<file path="config.mk">
export PLATFORM = sky130hd
export DESIGN_NAME = fetch_unit
export DESIGN_NICKNAME = d
export VERILOG_FILES = /design/src/rtl/fetch_unit.sv
export SDC_FILE = /design/constraint.sdc
export NUM_CORES = 1
export LEC_CHECK = 0
export BUFFER_PORTS_ARGS = -buffer_cell sky130_fd_sc_hd__clkbuf_2
export CORE_MARGIN = 3
export CORE_UTILIZATION = 30
export CTS_BUF_LIST = sky130_fd_sc_hd__clkbuf_4
export DETAILED_ROUTE_END_ITERATION = 8
export MAX_ROUTING_LAYER = met4
export PLACE_DENSITY = 0.62
export SLEW_MARGIN = 0
export SYNTH_ARGS = -nofsm -noshare
export SYNTH_HDL_FRONTEND = slang
export SYNTH_SLANG_ARGS = --single-unit
</file>
<file path="constraint.sdc">
create_clock -name clk -period 1.8 [get_ports clk]
set_input_delay 0.18 -clock clk [delete_from_list [all_inputs] [get_ports clk]]
set_output_delay 0.18 -clock clk [all_outputs]
set_load 0.005 [all_outputs]
</file>
<file path="src/rtl/fetch_unit.sv">
// fetch_unit -- single-outstanding instruction fetch sequencer.
//
// Walks IDLE -> REQ -> WAIT -> VALID -> EXEC for each instruction. It issues
// one memory read in REQ, latches the returned word as WAIT exits, and offers
// that word to decode in VALID. In EXEC it waits until execute resolves the
// instruction, then loads the PC that the branch stage computed.
//
// Ports:
//   clk, rst_n            clock and asynchronous active-low reset
//   next_pc, pc_update    resolved next PC from the branch/execute stages
//   halt                  stop after the current instruction
//   pc_current            architectural PC, stable from REQ through EXEC
//   imem_en, imem_addr    instruction memory read request (addr == pc_current)
//   imem_rdata            read data, valid one cycle after imem_en
//   instr, instr_valid    registered instruction offered to decode
//   instr_ready           decode acceptance
//   instr_count           (FETCH_COUNT_EN only) count of accepted instructions
//
// Optional build macro: FETCH_COUNT_EN adds the instr_count output.
module fetch_unit (
    input  logic        clk,
    input  logic        rst_n,
    input  logic [9:0]  next_pc,
    input  logic        pc_update,
    input  logic        halt,
    output logic [9:0]  pc_current,
    output logic        imem_en,
    output logic [9:0]  imem_addr,
    input  logic [15:0] imem_rdata,
    output logic [15:0] instr,
    output logic        instr_valid,
    input  logic        instr_ready
`ifdef FETCH_COUNT_EN
    ,
    output logic [15:0] instr_count
`endif
);

    typedef enum logic [2:0] {IDLE, REQ, WAIT, VALID, EXEC} state_t;

    state_t      state_q, state_d;
    logic [9:0]  pc_q, pc_d;
    logic [15:0] instr_q, instr_d;
    logic        imem_en_q, imem_en_d;
    logic        instr_valid_q, instr_valid_d;

    always_comb begin
        state_d = state_q;
        pc_d    = pc_q;
        instr_d = instr_q;
        case (state_q)
            IDLE:  if (!halt) state_d = REQ;
            REQ:   state_d = WAIT;
            WAIT: begin
                // Memory data is valid during WAIT; latch it on the way out.
                state_d = VALID;
                instr_d = imem_rdata;
            end
            VALID: if (instr_ready) state_d = EXEC;
            EXEC: begin
                // Only EXEC accepts a PC update. halt is looked at on this edge
                // too, so a simultaneous halt still loads the new PC.
                if (pc_update) begin
                    pc_d    = next_pc;
                    state_d = halt ? IDLE : REQ;
                end
            end
            default: state_d = IDLE;
        endcase
        // The outputs are registered and decoded from the next state, so they
        // line up exactly with the state they belong to.
        imem_en_d     = (state_d == REQ);
        instr_valid_d = (state_d == VALID);
    end

    always_ff @(posedge clk or negedge rst_n) begin
        if (!rst_n) begin
            state_q       <= IDLE;
            pc_q          <= '0;
            instr_q       <= '0;
            imem_en_q     <= 1'b0;
            instr_valid_q <= 1'b0;
        end else begin
            state_q       <= state_d;
            pc_q          <= pc_d;
            instr_q       <= instr_d;
            imem_en_q     <= imem_en_d;
            instr_valid_q <= instr_valid_d;
        end
    end

    assign pc_current  = pc_q;
    assign imem_addr   = pc_q;
    assign imem_en     = imem_en_q;
    assign instr       = instr_q;
    assign instr_valid = instr_valid_q;

`ifdef FETCH_COUNT_EN
    logic [15:0] cnt_q, cnt_d;

    // Counts decode handshakes; it wraps naturally at 16 bits.
    always_comb cnt_d = cnt_q + {15'd0, instr_valid_q & instr_ready};

    always_ff @(posedge clk or negedge rst_n) begin
        if (!rst_n) cnt_q <= '0;
        else        cnt_q <= cnt_d;
    end

    assign instr_count = cnt_q;
`endif

endmodule
</file>
---- Word level (Yosys, flattened, before mapping) ----
Cells that the tools add are included.
storage, ports and cells
  word-level logic and storage cells ...... 18
  register bits ........................... 31
cells by class
  equality and inequality tests ........... 6
  muxes and demuxes ....................... 5
  reduce and logical (&&, ||, !) cells .... 2
operators with widths
  kind                  number
  $pmux W3 S5           1
  $eq A3 B2 Y1 const B  3
  $mux W3               3
  $eq A3 B1 Y1 const B  2
  $eq A3 B3 Y1 const B  1
  $logic_not A3 Y1      1
  $reduce_and A2 Y1     1
  $mux W1               1

---- Depth between registers and ports, before layout ----
Gate-level depths: netlist of run 1.
  depth after elaboration ................. 4
  gate-level depth with buffers ........... 5
  depth with buffers taken out ............ 3

---- Worst setup path before layout of run 1 ----
No wires, ideal clock.
  path type ............................... reg-to-reg
  start ................................... register state_q[0]
  end ..................................... register instr_q[10] (netlist: instr[10])
  data arrival time ....................... 1.339 ns
  data required time ...................... 1.675 ns
  cell stages (with the launch flop) ...... 5
  setup slack ............................. 0.335 ns
  clock period less this slack ............ 1.465 ns
  cell sequence ........................... dfrtp_1 buf_6 nor3b_4 buf_12 mux2_4
between the ends
  longest elaborated chain between the ends .. 1
ends and longest elaborated chain
  element                   RTL line  RTL
  start: declaration        41        state_t state_q, state_d;
  start signal: assignment  84        state_q <= state_d;
  $eq A3 B2 Y1              51        case (state_q)
  end signal: assignment    86        instr_q <= instr_d;
  end: declaration          43        logic [15:0] instr_q, instr_d;
Every way passes these cells.
A chain may end at the register's enable or synchronous reset.

---- Worst setup path in the final report of run 1 ----
  start ................................... register state_q[0]
  end ..................................... register pc_q[1] (netlist: imem_addr[1])
between the ends
  longest elaborated chain between the ends .. 2
ends and longest elaborated chain
  element                             RTL line  RTL
  $eq A3 B3 Y1                        51
  $reduce_and A2 Y1 (no source line)  -
  end signal: assignment              85        pc_q <= pc_d;
  end: declaration                    42        logic [9:0] pc_q, pc_d;
Every way passes these cells.

==> results of run 1 <==
-- worst reg2reg max path, stage by stage (launching register included) --
cell,delay [ns]
dfrtp_1,0.48
nor2_1,0.24
and3_1,0.47
mux2_2,0.39
-- Yosys cell counts --
master	count	share of area, %
mux2_4	9	10
buf_6	1	0.85
nor2_1	2	0.57
o21ai_0	1	0.38
a21boi_0	1	0.57
dfrtp_1	31	59
nand2_1	2	0.57
nor3_1	3	1.1
buf_4	11	6.3
o211ai_1	1	0.57
a21oi_1	1	0.38
and3_1	1	0.47
buf_12	1	1.5
nor3b_4	1	1.4
and3_2	1	0.57
mux2_2	17	15
inv_1	1	0.28
nand3_1	1	0.38
nand2b_1	1	0.47
-- metal layers --
layer	global-route usage, %	part of all wire (%)
met1	11.79	38
met2	18.81	51
met3	3.740	9.7
met4	5.219	1.6
met5	-	0
-- cells by family after synthesis --
logic type | share of synthesized area (%)
mux | 24.76
compound gates | 1.897
buf+inv | 8.918
flops | 58.82
simple gates | 5.598
-- worst max-delay path by stage --
stage / cells past startpoint / start / end / slack, ns
2_1_floorplan: 4 / state_q[0]$_DFF_PN0_ / instr[10]$_DFFE_PN0N_ / 0.34
3_3_place_gp: 3 / state_q[0]$_DFF_PN0_ / imem_addr[9]$_DFFE_PN0P_ / 0.24
3_5_place_dp: 3 / state_q[0]$_DFF_PN0_ / imem_addr[3]$_DFFE_PN0P_ / 0.13
4_1_cts: 3 / state_q[0]$_DFF_PN0_ / imem_addr[1]$_DFFE_PN0P_ / 0.12
5_1_grt: 3 / state_q[0]$_DFF_PN0_ / imem_addr[6]$_DFFE_PN0P_ / 0.03
6_report: 3 / state_q[0]$_DFF_PN0_ / imem_addr[1]$_DFFE_PN0P_ / 0.11
-- metrics by stage --
| stage | std cells | instance area [um^2] |
|---|---|---|
| 4_1_cts | 202 | 1678 |
| 6_report | 202 | 1678 |
| 5_1_grt | 202 | 1678 |
| 2_1_floorplan | 87 | 1319 |
| 3_5_place_dp | 193 | 1615 |
| 3_3_place_gp | 193 | 1615 |
-- power by group through the flow --
| stage | combinational, mW | clock (mW) | sequential, mW |
|---|---|---|---|
| 4_1_cts | 1.26 | 0.405 | 1.30 |
| 2_1_floorplan | 0.887 | 0 | 1.28 |
| 6_report | 1.24 | 0.373 | 1.29 |
| 3_5_place_dp | 1.26 | 0 | 1.30 |
| 3_3_place_gp | 1.21 | 0 | 1.27 |
| 5_1_grt | 1.34 | 0.443 | 1.35 |
-- cell type report --
type                       count  area, um^2
multi-input combinational     42       425.4
clock inverter                 2       7.507
inverter                       1       3.754
clock buffer                   6       45.04
timing repair buffer          70       357.8
sequential                    31       775.7
fill                         405        2437
tap                           50       62.56
-- state kept, by name, indices dropped and copies added (netlist names) --
register	count
instr_valid	1
imem_en	1
instr	16
state_q	3
imem_addr	10
==> results.py, run 1 <==
metrics = {
    "detailed_routing": {
        "dr_total_vias": 925,
        "antenna_left": 0,
        "route.detailed.drc": 0,
        "wl_per_cell_um": 13.87,
        "totalWireLength_um": 2801,
        "dr.pass1.iters": 3,
        "drt_iter0_drc": 14,
        "vias_per_cell": 4.579,
    },
    "grt": {
        "grt_max_degree": 32,
        "grt.overflow.total": 0,
        "track_usage_pct": 11.18,
        "antenna_found_initial": 0,
        "grt_pass1_wl_um": 4388,
        "first_global_vias": 976,
    },
    "critical_path": {
        "crit_family": "simple AND/OR/NAND/NOR gates",
        "crit_path_max_fanout": 10,
        "worstSetupPathType": "reg2reg",
        "cp_slowest_cell": "dfrtp_1",
        "crit_arrival_ns": 1.89,
        "startpoint_type": "flop",
        "cp_num_buf_inv": 0,
        "r2r_setup_slack_ns": 0.11,
        "end_kind": "flop",
        "cp_slowest_stage_delay_ns": 0.48,
        "worstReg2RegEnd": "imem_addr[1]$_DFFE_PN0P_",
        "r2r_cells": 3,
        "worstReg2RegStart": "state_q[0]$_DFF_PN0_",
        "crit_chain": "nor2_1, and3_1, mux2_2",
        "cp.required_ns": 2.00,
    },
    "job": {
        "drv_cap": 0,
    },
    "synth": {
        "synth_area_mm2": 0.001319,
        "ys_seq_area_share_pct": 58.82,
        "syn-mean-instance-area_um2": 15.16,
        "synth_cells": 87,
        "ys_ff_latch": 31,
        "synth_warnings": 0,
        "synth_nets": 118,
        "synth_cell_types": 19,
    },
    "power": {
        "p_leak_nw": 0.8862,
        "p_sw_share_pct": 32.24,
        "pwr-share-clk_pct": 12.9,
        "p_switching_mw": 0.9364,
        "ir_worst_vdd_mv": 0.6951,
        "powerDensity_mw_per_mm2": 1731,
        "internal_power_mw": 1.968,
        "power_frac_seq_pct": 44.6,
        "power_frac_comb_pct": 42.6,
        "power_mw": 2.904,
    },
    "floorplan": {
        "initial_core_util_pct": 32.05,
        "num_rows": 23,
        "dieArea_mm2": 0.005227,
        "ios": 69,
        "die_y_um": 72.30,
        "core_mm2": 0.004115,
        "die_w_um": 72.30,
    },
    "clock_network": {
        "cts_buffers": 5,
        "clk_latency_ns": 0.32,
        "cts_tree": "built",
        "clk_pin_slew_ns": 0.09,
        "htreeDepth": 2,
        "cts_root_buf": "clkbuf_4",
        "cts_resized": 0,
        "cts.hold.buffers_added": 1,
        "clock-sinks": 31,
        "post-cts-setup-buffer-count": 0,
        "clockBufferDepth": 2,
    },
    "timing": {
        "rsz0062_at_grt": "false",
        "fmax_ghz": 0.5913,
        "fin_crit_ns": 1.691,
        "whs_ns": 0.08804,
        "finalClockSkew_ns": 0.01018,
        "tns_ns": 0,
        "relSlewSlack_pct": 49.06,
        "setup_slack_ns": 0.1089,
        "tightest_slew_ns": 0.7640,
        "report.final.setup_viol": 0,
        "post-route-period-util_pct": 93.95,
        "hold_viol": 0,
        "slew_viol_final": 0,
    },
    "status": {
        "status": "finished, final reports clean",
    },
    "final_layout": {
        "drive_gt1_share_pct": 67.76,
        "postLayoutCoreUtil_pct": 40.77,
        "final_cell_mix": "clkbuf_2, dfrtp_1, mux2_2, mux2_4, clkbuf_4",
        "layout-area-overhead-vs-synth_pct": 27.23,
        "final_common_cell": "clkbuf_2",
        "fin_nets": 182,
        "diodes": 0,
    },
    "place": {
        "io_buffers": 68,
        "place_ws_ns": 0.1319,
        "globalplace.congestion": 0.7682,
        "dpl.hpwl_um": 2115,
    },
    "worst_hold_path": {
        "min_from": "imem_rdata[10]",
        "hold_end": "instr[10]$_DFFE_PN0N_",
        "whs_path_depth": 2,
        "hold_class": "in2reg",
    },
}
Power figures use the tool's default switching activity.
==> run 2: changes to the inputs <==
CORE_UTILIZATION = 46   (was 30)
PLACE_DENSITY = 0.86   (was 0.62)
clock period = 1.7 ns   (was 1.8 ns; I/O delays follow)
==> results.py, run 2 (synthesis results as in run 1) <==
metrics = {
    "status": {
        "status": "finished, final reports clean",
    },
    "timing": {
        "rsz0062_at_grt": "false",
        "report.final.setup_viol": 0,
        "relSlewSlack_pct": 51.11,
        "post-route-period-util_pct": 87.85,
        "fin_crit_ns": 1.493,
        "tns_ns": 0,
        "hold_viol": 0,
        "fmax_ghz": 0.6696,
        "whs_ns": 0.08244,
        "slew_viol_final": 0,
        "finalClockSkew_ns": 0.008720,
        "tightest_slew_ns": 0.7333,
    },
    "critical_path": {
        "end_kind": "flop",
        "crit_path_max_fanout": 10,
        "cp.required_ns": 1.90,
        "r2r_setup_slack_ns": 0.21,
        "r2r_cells": 3,
        "worstReg2RegStart": "state_q[0]$_DFF_PN0_",
        "worstSetupPathType": "reg2reg",
        "crit_arrival_ns": 1.69,
        "worstReg2RegEnd": "imem_addr[3]$_DFFE_PN0P_",
        "startpoint_type": "flop",
    },
    "place": {
        "globalplace.congestion": 0.6410,
        "io_buffers": 68,
        "dpl.hpwl_um": 1907,
        "dpl.cell_count": 173,
    },
    "final_layout": {
        "final_cell_mix": "clkbuf_2, dfrtp_1, mux2_2, mux2_4, clkbuf_4",
        "final_cells": 182,
        "drive_gt1_share_pct": 68.42,
        "largest_reg_flops": 16,
        "final_common_cell": "clkbuf_2",
        "postLayoutCoreUtil_pct": 64.35,
        "fin_nets": 182,
        "diodes": 0,
        "fillers": 202,
        "layout-area-overhead-vs-synth_pct": 26.38,
    },
    "clock_network": {
        "htreeDepth": 2,
        "cts_tree": "built",
        "cts_buffers": 5,
        "cts_root_buf": "clkbuf_4",
        "clk_pin_slew_ns": 0.09,
        "clock-sinks": 31,
        "clockBufferDepth": 2,
        "clk_latency_ns": 0.31,
    },
    "grt": {
        "track_usage_pct": 15.17,
        "antenna_found_initial": 0,
        "grt_max_degree": 32,
        "grt.overflow.total": 0,
        "grt_pass1_wl_um": 3870,
        "first_global_vias": 905,
    },
    "job": {
        "drv_cap": 0,
    },
    "floorplan": {
        "core_mm2": 0.002590,
        "die_y_um": 59.55,
        "die_w_um": 59.55,
        "ios": 69,
        "initial_core_util_pct": 50.92,
        "dieArea_mm2": 0.003546,
        "num_rows": 18,
    },
    "detailed_routing": {
        "drt_iter0_drc": 13,
        "totalWireLength_um": 2422,
        "dr_total_vias": 909,
        "vias_per_cell": 4.995,
        "wl_per_cell_um": 13.31,
        "route.detailed.drc": 0,
        "dr.pass1.iters": 4,
        "antenna_left": 0,
    },
    "worst_hold_path": {
        "hold_end": "imem_addr[5]$_DFFE_PN0P_",
        "whs_path_depth": 2,
        "min_from": "next_pc[5]",
        "hold_class": "in2reg",
    },
    "power": {
        "p_leak_nw": 0.8892,
        "power_mw": 3.078,
        "ir_worst_vdd_mv": 1.213,
        "powerDensity_mw_per_mm2": 1847,
    },
}
-- run 2: cell counts in the layout (fill, tap and decap cells not counted) --
No cell type changed its count.
-- run 2: area by class of cell --
class	count	area (um^2)	share of cell area, %
inverters	1	3.754	0.2252
clock inverters	2	7.507	0.4505
well taps	30	37.54	2.252
flip-flops and latches	31	775.7	46.55
multi-input cells	42	426.7	25.60
repair buffers	70	370.4	22.22
clock buffers	6	45.04	2.703
-- run 2: how the worst max path moves through the flow --
stage                          from                        to
6_report       state_q[0]$_DFF_PN0_  imem_addr[3]$_DFFE_PN0P_
5_1_grt        state_q[0]$_DFF_PN0_  imem_addr[2]$_DFFE_PN0P_
4_1_cts        state_q[0]$_DFF_PN0_  imem_addr[2]$_DFFE_PN0P_
2_1_floorplan  state_q[0]$_DFF_PN0_     instr[10]$_DFFE_PN0N_
3_3_place_gp   state_q[0]$_DFF_PN0_  imem_addr[8]$_DFFE_PN0P_
3_5_place_dp   state_q[0]$_DFF_PN0_  imem_addr[2]$_DFFE_PN0P_
-- run 2: critical path, cell delays in order, from the launching register on --
cell,delay [ns]
dfrtp_1,0.47
nor2_1,0.20
and3_2,0.35
mux2_2,0.37
-- run 2: per-stage QoR --
| stage | instance area (um^2) | worst slack, ns |
|---|---|---|
| 2_1_floorplan | 1319 | 0.2354 |
| 3_3_place_gp | 1603 | 0.1481 |
| 3_5_place_dp | 1603 | 0.07629 |
| 4_1_cts | 1665 | 0.06610 |
| 5_1_grt | 1667 | 0.08000 |
| 6_report | 1667 | 0.2066 |
-- run 2: what timing repair did --
item                                    4_1_cts  5_1_grt
endpoints found under the hold margin        31        0
setup buffers                                 0        0
hold buffers                                  1        0
endpoints found under the setup margin        0       10
gates resized for setup                       0        1
-- run 2: power by group --
| group | total [mW] | switching (mW) | internal (mW) |
|---|---|---|---|
| Clock | 0.392 | 0.223 | 0.169 |
| Sequential | 1.36 | 0.259 | 1.11 |
| Combinational | 1.32 | 0.481 | 0.841 |
-- run 2: routing by layer --
metal / vias up / part of all wire (%) / GRT usage (%)
met4: 0 / 0.74 / 6.646
met3: 4 / 11 / 4.793
met1: 430 / 38 / 16.27
met5: - / 0 / -
li1: 422 / - / -
met2: 53 / 51 / 25.59
